[src/rtl/game_state_ctrl.sv]
// Snake game master sequencer: IDLE/PLAY/WIN/LOSE state machine, button and
// target-eaten conditioning, and the stretched score increment request.
module game_state_ctrl #(
    parameter int unsigned STRETCH_CYCLES = 100000,
    parameter logic [3:0]  WIN_TENS       = 4'd1,
    parameter logic [3:0]  WIN_UNITS      = 4'd0
) (
    input  logic       CLK,
    input  logic       RESET,
    input  logic       BTN_START,
    input  logic       TARGET_ATE,
    input  logic       SNAKE_COLLISION,
    input  logic [3:0] SCORE_UNITS,
    input  logic [3:0] SCORE_TENS,
    output logic       SCORE_RESET,
    output logic       SCORE_INC,
    output logic [1:0] MASTER_STATE,
    output logic       GAME_ACTIVE
);

    typedef enum logic [1:0] {
        IDLE = 2'b00,
        PLAY = 2'b01,
        WIN  = 2'b10,
        LOSE = 2'b11
    } state_t;

    localparam logic [16:0] STRETCH_LOAD = 17'(STRETCH_CYCLES - 1);
    localparam logic [7:0]  WIN_SCORE    = {WIN_TENS, WIN_UNITS};

    state_t      state, state_next;
    logic        btn_meta, btn_sync, btn_prev, btn_pulse;
    logic        btn_armed;
    logic [1:0]  sync_warm;
    logic        ate_prev;
    logic        eat_pulse;
    logic        win_reached;
    logic [16:0] stretch_cnt;

    // The button only arms once the synchroniser has flushed its reset value
    // and seen the button released, so a press held through reset is ignored.
    always_ff @(posedge CLK or posedge RESET) begin
        if (RESET) begin
            btn_meta  <= 1'b0;
            btn_sync  <= 1'b0;
            btn_prev  <= 1'b0;
            btn_pulse <= 1'b0;
            btn_armed <= 1'b0;
            sync_warm <= '0;
            ate_prev  <= 1'b0;
        end else begin
            btn_meta  <= BTN_START;
            btn_sync  <= btn_meta;
            btn_prev  <= btn_sync;
            sync_warm <= {sync_warm[0], 1'b1};
            if (sync_warm[1] && !btn_sync)
                btn_armed <= 1'b1;
            btn_pulse <= btn_sync & ~btn_prev & btn_armed;
            ate_prev  <= TARGET_ATE;
        end
    end

    assign eat_pulse   = TARGET_ATE & ~ate_prev;
    assign win_reached = {SCORE_TENS, SCORE_UNITS} >= WIN_SCORE;

    always_ff @(posedge CLK or posedge RESET) begin
        if (RESET)
            state <= IDLE;
        else
            state <= state_next;
    end

    always_comb begin
        state_next = state;
        case (state)
            IDLE: if (btn_pulse) state_next = PLAY;
            PLAY: begin
                if (SNAKE_COLLISION)
                    state_next = LOSE;
                else if (win_reached)
                    state_next = WIN;
            end
            WIN:  if (btn_pulse) state_next = IDLE;
            LOSE: if (btn_pulse) state_next = IDLE;
            default: state_next = IDLE;
        endcase
    end

    assign MASTER_STATE = state;

    // SCORE_RESET covers every IDLE cycle plus the first PLAY cycle, so the
    // counter is guaranteed to read 00 when the game starts.
    always_ff @(posedge CLK or posedge RESET) begin
        if (RESET) begin
            SCORE_RESET <= 1'b1;
            GAME_ACTIVE <= 1'b0;
            SCORE_INC   <= 1'b0;
            stretch_cnt <= '0;
        end else begin
            SCORE_RESET <= (state == IDLE) || (state_next == IDLE);
            GAME_ACTIVE <= (state_next == PLAY);
            if (state_next != PLAY) begin
                stretch_cnt <= '0;
                SCORE_INC   <= 1'b0;
            end else if (stretch_cnt != '0) begin
                stretch_cnt <= stretch_cnt - 17'd1;
            end else if (SCORE_INC) begin
                SCORE_INC   <= 1'b0;
            end else if (eat_pulse && state == PLAY) begin
                stretch_cnt <= STRETCH_LOAD;
                SCORE_INC   <= 1'b1;
            end
        end
    end

endmodule

[config.mk]
export PLATFORM = sky130hd
export DESIGN_NAME = game_state_ctrl
export DESIGN_NICKNAME = d
export VERILOG_FILES = /design/src/rtl/game_state_ctrl.sv
export SDC_FILE = /design/constraint.sdc
export NUM_CORES = 1
export LEC_CHECK = 0
export ABC_AREA = 1
export BUFFER_PORTS_ARGS = -buffer_cell sky130_fd_sc_hd__buf_2
export CAP_MARGIN = 0
export CORE_MARGIN = 2
export CORE_UTILIZATION = 25
export DETAILED_ROUTE_END_ITERATION = 7
export RECOVER_POWER = 50
export SETUP_SLACK_MARGIN = 0.15
export SKIP_CTS_REPAIR_TIMING = 1
export SLEW_MARGIN = 20
export SYNTH_ARGS = -nofsm -noshare
export SYNTH_HDL_FRONTEND = slang
export SYNTH_SLANG_ARGS = --single-unit
[constraint.sdc]
create_clock -name CLK -period 2.1 [get_ports CLK]
set_input_delay 0.21 -clock CLK [delete_from_list [all_inputs] [get_ports CLK]]
set_output_delay 0.21 -clock CLK [all_outputs]
set_load 0.02 [all_outputs]
# Yosys cells after proc, flatten, opt, wreduce, memory -nomap -nowiden
# Cells that the tools add are included.
[op_classes]
addsub = 1
n_lt_le_gt_ge = 1
n_eq_ne = 7
muxes = 13
bitwise_logic = 5
reduce_logical = 10
[ops]
columns = ["operator", "n"]
rows = [
  ["17-bit 2-to-1 mux", 4],
  ["17-bit nonzero test", 1],
  ["17-bit by 1-bit subtractor with 17-bit output (second input constant)", 1],
  ["8-bit by 5-bit greater-or-equal comparator with 1-bit output (second input constant)", 1],
  ["2-bit 2-to-1 mux", 4],
  ["2-bit one-hot mux with 3 select lines", 1],
  ["2-bit by 1-bit == test with 1-bit output (second input constant)", 2],
  ["2-bit == test (second input constant)", 2],
  ["2-bit logical NOT", 2],
  ["1-bit 2-to-1 mux", 4],
  ["1-bit bitwise AND", 3],
  ["3-bit by 1-bit inequality test with 1-bit output (second input constant)", 1],
  ["3-bit nonzero test", 1],
  ["1-bit logical AND", 2],
  ["2-bit by 1-bit inequality test with 1-bit output (second input constant)", 1],
  ["2-bit inequality test (second input constant)", 1],
  ["1-bit inverter", 2],
  ["2-bit AND reduction", 1],
  ["2-bit OR reduction", 1],
  ["1-bit logical NOT", 1],
  ["1-bit logical OR", 1],
]
[word_totals]
regBits = 30
in_bits = 13
output_inout_bits = 5
word_cells = 49

# Depth between registers and ports, before layout
# Gate-level depths: netlist of the first run.
[depth]
ltp_word = 7
mapped_depth = 10

# Worst setup path before layout of the first run
# Ideal clock, no wire load.
[synth_timing]
path_kind = "register to register"
start = "register stretch_cnt[0]"
end = "register stretch_cnt[9]"
setup_time_ns = 0.119
arrival_time_ns = 1.387
slack_ns = 0.594
path_stages_with_launch = 10
n_path_buf = 0
path_cell_list = "dfrtp_1 > inv_1 > ha_1 > nand2_2 > nor2_4 > nand2_4 > nor2_8 > nand4_4 > nand2_4 > nor2_2"
[synth_via]
elab_chain_len = 3
elab_cells_between_ends = 7
classes_between = "1 x add/sub; 1 x eq/ne; 2 x mux; 3 x reduce/logical"
[synth_rtl]
columns = ["item", "line_no", "rtl"]
rows = [
  ["from (decl)", "38", "logic [16:0] stretch_cnt;"],
  ["from (signal assigned)", "106", "stretch_cnt <= stretch_cnt - 17'd1;"],
  ["17-bit by 1-bit subtractor with 17-bit output / 17-bit nonzero test (equally long branches)", "106, 105", ""],
  ["17-bit 2-to-1 mux, or another cell as far along", "105", "end else if (stretch_cnt != '0) begin"],
  ["17-bit 2-to-1 mux / 2-bit AND reduction (equally long branches)", "--", ""],
]
# Several ways; a longest one is shown, not always the timed one.
# A chain may end at the register's enable or synchronous reset.

# Final worst setup path of the first run
# Same ends and word-level chain as after synthesis.

==> impl_metrics.env, run 1 <==
export IMPL_synth_lib_cells_used_distinct=29
export IMPL_critical_path_cell_chain="inv_1 -> ha_1 -> nand2_2 -> nor2_4 -> nand2_4 -> nor2_8 -> nand4_4 -> nand2_4 -> nor2_2"
export IMPL_totalWireLength_microns=2812
export IMPL_synth_net_count=199
export IMPL_drive_above_1_share_pct=32.37
export IMPL_yosys_register_bits=30
export IMPL_timing_critical_path_fanout_max=8
export IMPL_synth_simple_gate_area_share_pct=40.06
export IMPL_worst_slew_margin_rel_pct=-8.066
export IMPL_share_of_the_clock_period_used_by_the_worst_path_after_layout_pct=77.89
export IMPL_grt_pass1_vias=1192
export IMPL_die_w_microns=85.68
export IMPL_clk_transition_reported_paths_ns=0.07
export IMPL_grt_first_pass_wirelength_microns=5106
export IMPL_synth_adder_area_share_pct=0.7502
export IMPL_syn_instance_count=185
export IMPL_cts_sinks=30
export IMPL_synth_async_sr_flop_share_pct=100.0
export IMPL_synthMuxAreaShare_pct=0
export IMPL_grt_use_total_pct=8.997
export IMPL_wire_per_inst_microns=9.901
export IMPL_run_status="complete, but fails checks"
export IMPL_post_drt_via_cell_ratio=4.158
export IMPL_antennaDiodeCount=0
export IMPL_critical_path_endpoint_type="register"
export IMPL_final_setup_viol_count=0
export IMPL_drtPass1Iterations=4
export IMPL_timing_setup_critical_path_class="reg -> reg"
export IMPL_post_synth_most_frequent_cells="nand2_1 (34), dfrtp_1 (29), inv_1 (27)"
export IMPL_worstSetupStartpointType="register"
export IMPL_fin_cells=284
export IMPL_place_inst=276
export IMPL_worst_path_buf_inv=1
export IMPL_rsz0062_at_grt="no"
export IMPL_drv_max_cap_violation_count=1
export IMPL_detailedRoute_firstIterationViolations=65
export IMPL_synth_top_cells_by_area="dfrtp_1 (44%), nand2_1 (7.7%), inv_1 (6.1%)"
export IMPL_post_route_drc_count=0
export IMPL_synth_edff_count=0
export IMPL_required_time_of_the_critical_path_ns=2.28
export IMPL_core_sq_um=6386
export IMPL_ys_seq_area_share_pct=45.09
export IMPL_root_buffer="clkbuf_8"
export IMPL_synthToLayoutAreaGrowth_pct=16.50
export IMPL_ctsLongestPathBuffers=2
export IMPL_yosys_most_used_dff="dfrtp_1"
export IMPL_synth_compound_area_share_pct=4.276
export IMPL_routed_via_count=1181
export IMPL_io_buffer_count=13
export IMPL_most_frequent_cell_on_the_critical_path="nand2_4"
export IMPL_netlist_area_leader_share_pct=43.51
export IMPL_hold_viol_final=0
export IMPL_synth_cell_area_sq_um=1668
export IMPL_cts_buffers=5
export IMPL_area_enclosed_by_the_die_boundary_sq_um=7341
export IMPL_critPathTopFamily="simple AND/OR/NAND/NOR gates"
export IMPL_top_level_ports=18
export IMPL_post_dp_hpwl_microns=2071
export IMPL_antenna_violating_nets_post_route=0
export IMPL_min_period_ns=1.636
export IMPL_synth_largest_area_cell="dfrtp_1"
export IMPL_tns_ns=0
export IMPL_h_tree_depth=2
export IMPL_post_synth_xor_area_fraction_pct=2.626
export IMPL_cpPeakStageDelay_ns=0.37
export IMPL_clock_tree_from_tritoncts="built"
export IMPL_gr_total_overflow=0
export IMPL_fmaxAchievable_mhz=611.3
export IMPL_placementRows=29
export IMPL_synth_most_common_cell="nand2_1"
export IMPL_worst_slew_pin_transition_ns=1.621
export IMPL_yosysWarningCount=0
export IMPL_routabilityCongestion=0.7752
export IMPL_final_net_count=220
export IMPL_cp_slowest_cell="dfrtp_1"
export IMPL_synth_avg_cell_area_sq_um=9.015
export IMPL_grt_start_max_net_pins=31
export IMPL_grt_antenna_before_repair=0
export IMPL_slew_violations=31
export IMPL_synth_top_family_by_area="simple AND/OR/NAND/NOR gates"
export IMPL_clk_latency_ns=0.29
export IMPL_violations="capacitance limit, slew limit"
export IMPL_start_util_pct=26.12
export IMPL_worstHoldPathType="in -> reg"
export IMPL_critical_path_arrival_ns=1.81
export IMPL_final_setup_skew_ns=0.008342
export IMPL_fp_dieH_microns=85.68
through the flow:
stage	instance area (sq um)	worst slack [ns]	hold slack (ns)	utilization, %
global placement	1837	0.4442	0.3097	28.76
global route	1943	0.2489	0.01534	30.43
finish	1943	0.4642	0.03008	30.43
detailed placement	1837	0.4359	0.3196	28.76
CTS	1947	0.4422	0.01332	30.49
floorplan	1668	0.5941	0.2414	-
cell type report:
cell class,count,area [sq um]
well taps,77,96.34
multi-input cells,124,799.5
repair buffers,14,68.82
inverters,31,116.4
flip-flops and latches,30,752.0
clock buffers,8,110.1
fillers,678,4443
metal layers:
metal	wire length, microns	track usage (%)	part of all wire (%)
met4	58	5.195	2.1
met5	0	0	0
met2	1279	14.13	45
met1	1327	10.88	47
met3	146	2.791	5.2
layout by cell type, fill, tap and decap left out, drive strengths merged, types with 3 or more instances in the layout:
cell    Yosys  final
nor3        3      3
xor2        4      4
o21ai       5      5
nor2       44     44
dfrtp      29     29
clkbuf      0      9
nand4       4      4
a21oi       4      4
inv        30     30
buf         0     13
nand3      15     15
nand2      41     41
state kept, by name, summed over array words and instances (netlist names):
signal        flops
ate_prev          1
btn_meta          1
stretch_cnt      17
MASTER_STATE      2
SCORE_RESET       1
btn_prev          1
sync_warm         2
GAME_ACTIVE       1
btn_armed         1
btn_pulse         1
btn_sync          1
SCORE_INC         1
worst reg2reg max path, stage by stage (launching register included):
cell and delay [ns]:
dfrtp_1 0.37, inv_1 0.14, ha_1 0.26, nand2_2 0.10, nor2_4 0.14, nand2_4 0.08, nor2_8 0.12, nand4_4 0.10
nand2_4 0.17, nor2_2 0.06
worst paths after layout:
kind                                 from         endpoint  slack [ns]  cells past startpoint
max in group asynchronous           RESET      GAME_ACTIVE        0.67                      3
min in group asynchronous           RESET  stretch_cnt[14]        0.48                      3
min                             BTN_START         btn_meta        0.03                      1
max                        stretch_cnt[0]   stretch_cnt[9]        0.46                      9
max reg2reg                stretch_cnt[0]   stretch_cnt[9]        0.46                      9
min reg2reg                      btn_meta         btn_sync        0.35                      0
cell families after synthesis:
group,Yosys count
compound gates,10
xor+xnor,5
fa+ha+maj,1
buf+inv,31
flops,30
other cells,1
simple gates,107
Power of run 1 is not shown: default switching activity piles up to over one toggle a cycle in this logic, so the estimate is an artifact.
==> inputs of run 2 (changes only) <==
clock period = 1.4 ns   (was 2.1 ns; I/O delays follow)
==> run 2 against run 1 <==
  * The flow finishes with violations (setup timing)
  * Maximum frequency rose by 15%
  * Sequential share of layout area fell by 2.7 points
  * Flip-flop and latch count did not move
  * Wire length rose by 5.6%
  * Design area rose by 7.6%
  * Clock skew fell by 0.0033 ns
  * Critical endpoint is now stretch_cnt[2]
==> impl_metrics.env, run 2 (synthesized netlist as in run 1, its figures left out) <==
export IMPL_antenna_violating_nets_post_route=0
export IMPL_hold_depth=5
export IMPL_fin_cells=299
export IMPL_r2r_end="stretch_cnt[2]"
export IMPL_grt_use_total_pct=8.631
export IMPL_grt_pass1_vias=1174
export IMPL_min_period_ns=1.418
export IMPL_h_tree_depth=2
export IMPL_area_enclosed_by_the_die_boundary_sq_um=7341
export IMPL_root_buffer="clkbuf_8"
export IMPL_wire_per_inst_microns=9.930
export IMPL_rsz0062_at_grt="yes"
export IMPL_violations="setup timing"
export IMPL_timing_critical_path_fanout_max=8
export IMPL_clock_tree_from_tritoncts="built"
export IMPL_share_of_the_clock_period_used_by_the_worst_path_after_layout_pct=101.3
export IMPL_detailedRoute_firstIterationViolations=27
export IMPL_core_sq_um=6386
export IMPL_multiInputGateArea_sq_um=835.8
export IMPL_drtPass1Iterations=4
export IMPL_top_level_ports=18
export IMPL_place_inst=283
export IMPL_placementRows=29
export IMPL_timing_setup_critical_path_class="reg -> reg"
export IMPL_timing_hold_ws_ns=0.2632
export IMPL_grt_antenna_before_repair=0
export IMPL_grt_start_max_net_pins=31
export IMPL_worstHoldEndpoint="MASTER_STATE[0]"
export IMPL_post_drt_via_cell_ratio=4.104
export IMPL_fp_dieH_microns=85.68
export IMPL_io_buffer_count=13
export IMPL_routabilityCongestion=0.7798
export IMPL_post_route_drc_count=0
export IMPL_pre_cts_slack_ns=-0.04429
export IMPL_drv_max_cap_violation_count=0
export IMPL_ff2ff_setup_slack_ns=-0.02
export IMPL_critical_path_arrival_ns=1.59
export IMPL_register_area_sq_um=753.2
export IMPL_post_dp_hpwl_microns=2203
export IMPL_cts_buffers=5
export IMPL_largest_register="stretch_cnt"
export IMPL_worstSetupStartpointType="register"
export IMPL_gr_total_overflow=0
export IMPL_grt_first_pass_wirelength_microns=4995
export IMPL_worst_slew_pin_transition_ns=0.7433
export IMPL_hold_viol_final=0
export IMPL_timing_reg2reg_worst_path_depth=9
export IMPL_required_time_of_the_critical_path_ns=1.57
export IMPL_final_fill_count=683
export IMPL_critical_path_endpoint_type="register"
export IMPL_slew_violations=0
export IMPL_die_w_microns=85.68
export IMPL_layout_common_cells="nand2_1 (34), dfrtp_1 (28), inv_1 (25)"
export IMPL_clk_latency_ns=0.28
export IMPL_hp_start="SNAKE_COLLISION"
export IMPL_antennaDiodeCount=0
export IMPL_totalWireLength_microns=2969
export IMPL_fmaxAchievable_mhz=705.1
export IMPL_largest_register_ff_count=17
export IMPL_routed_via_count=1227
export IMPL_final_setup_skew_ns=0.005064
export IMPL_cts_sinks=30
export IMPL_ctsLongestPathBuffers=2
export IMPL_start_util_pct=26.12
export IMPL_final_setup_viol_count=10
export IMPL_drive_above_1_share_pct=38.29
export IMPL_final_net_count=235
export IMPL_run_status="complete, but fails checks"
export IMPL_worst_slack_ns=-0.01826
export IMPL_worstHoldPathType="in -> reg"
export IMPL_most_frequent_standard_cell_in_the_layout_excluding_fill_and_tap_cells="nand2_1"
export IMPL_regToRegStartpoint="stretch_cnt[1]"
export IMPL_clk_transition_reported_paths_ns=0.06
export IMPL_worst_slew_margin_rel_pct=50.45
export IMPL_synthToLayoutAreaGrowth_pct=25.36
[run 2: worst max-delay path by stage]
| stage | from | to | cells after the start |
|---|---|---|---|
| finish | stretch_cnt[1] | stretch_cnt[2] | 9 |
| global route | stretch_cnt[1] | stretch_cnt[3] | 9 |
| detailed placement | stretch_cnt[1] | stretch_cnt[10] | 9 |
| CTS | stretch_cnt[1] | stretch_cnt[10] | 9 |
| global placement | stretch_cnt[1] | stretch_cnt[10] | 9 |
| floorplan | stretch_cnt[0] | stretch_cnt[10] | 9 |
[run 2: stage by stage]
stage / instance area, sq um / setup TNS, ns / utilization, %
3_5_place_dp: 1908 / -0.3638 / 29.88
6_report: 2091 / -0.1306 / 32.74
3_3_place_gp: 1908 / -0.1092 / 29.88
2_1_floorplan: 1687 / 0 / -
4_1_cts: 2003 / -0.5872 / 31.37
5_1_grt: 2091 / -1.056 / 32.74
[run 2: worst max-delay path, cell delays in order, from the launching register on]
cell and delay [ns]:
dfrtp_1 0.39, inv_2 0.08, ha_4 0.16, nand2_4 0.06
nor2_4 0.11, nand2_4 0.08, nor2_8 0.11, nand4_4 0.13
nand2_8 0.14, nor2_2 0.05
[run 2: cell type report]
type	count	share of cell area (%)
multi-input cells	124	39.98
flip-flops and latches	30	36.03
repair buffers	29	9.276
inverters	31	5.566
well taps	77	4.608
clock buffers	6	3.950
clock inverters	2	0.5984
[run 2: metal layers]
metal  wire length (microns)  GRT usage (%)  up-vias
li1                        -              -      639
met3                     105          2.887        7
met2                    1428          13.64       10
met4                      42          3.463        0
met5                       0              0        -
met1                    1393          10.88      571
Power of run 2 is left out for the same reason.
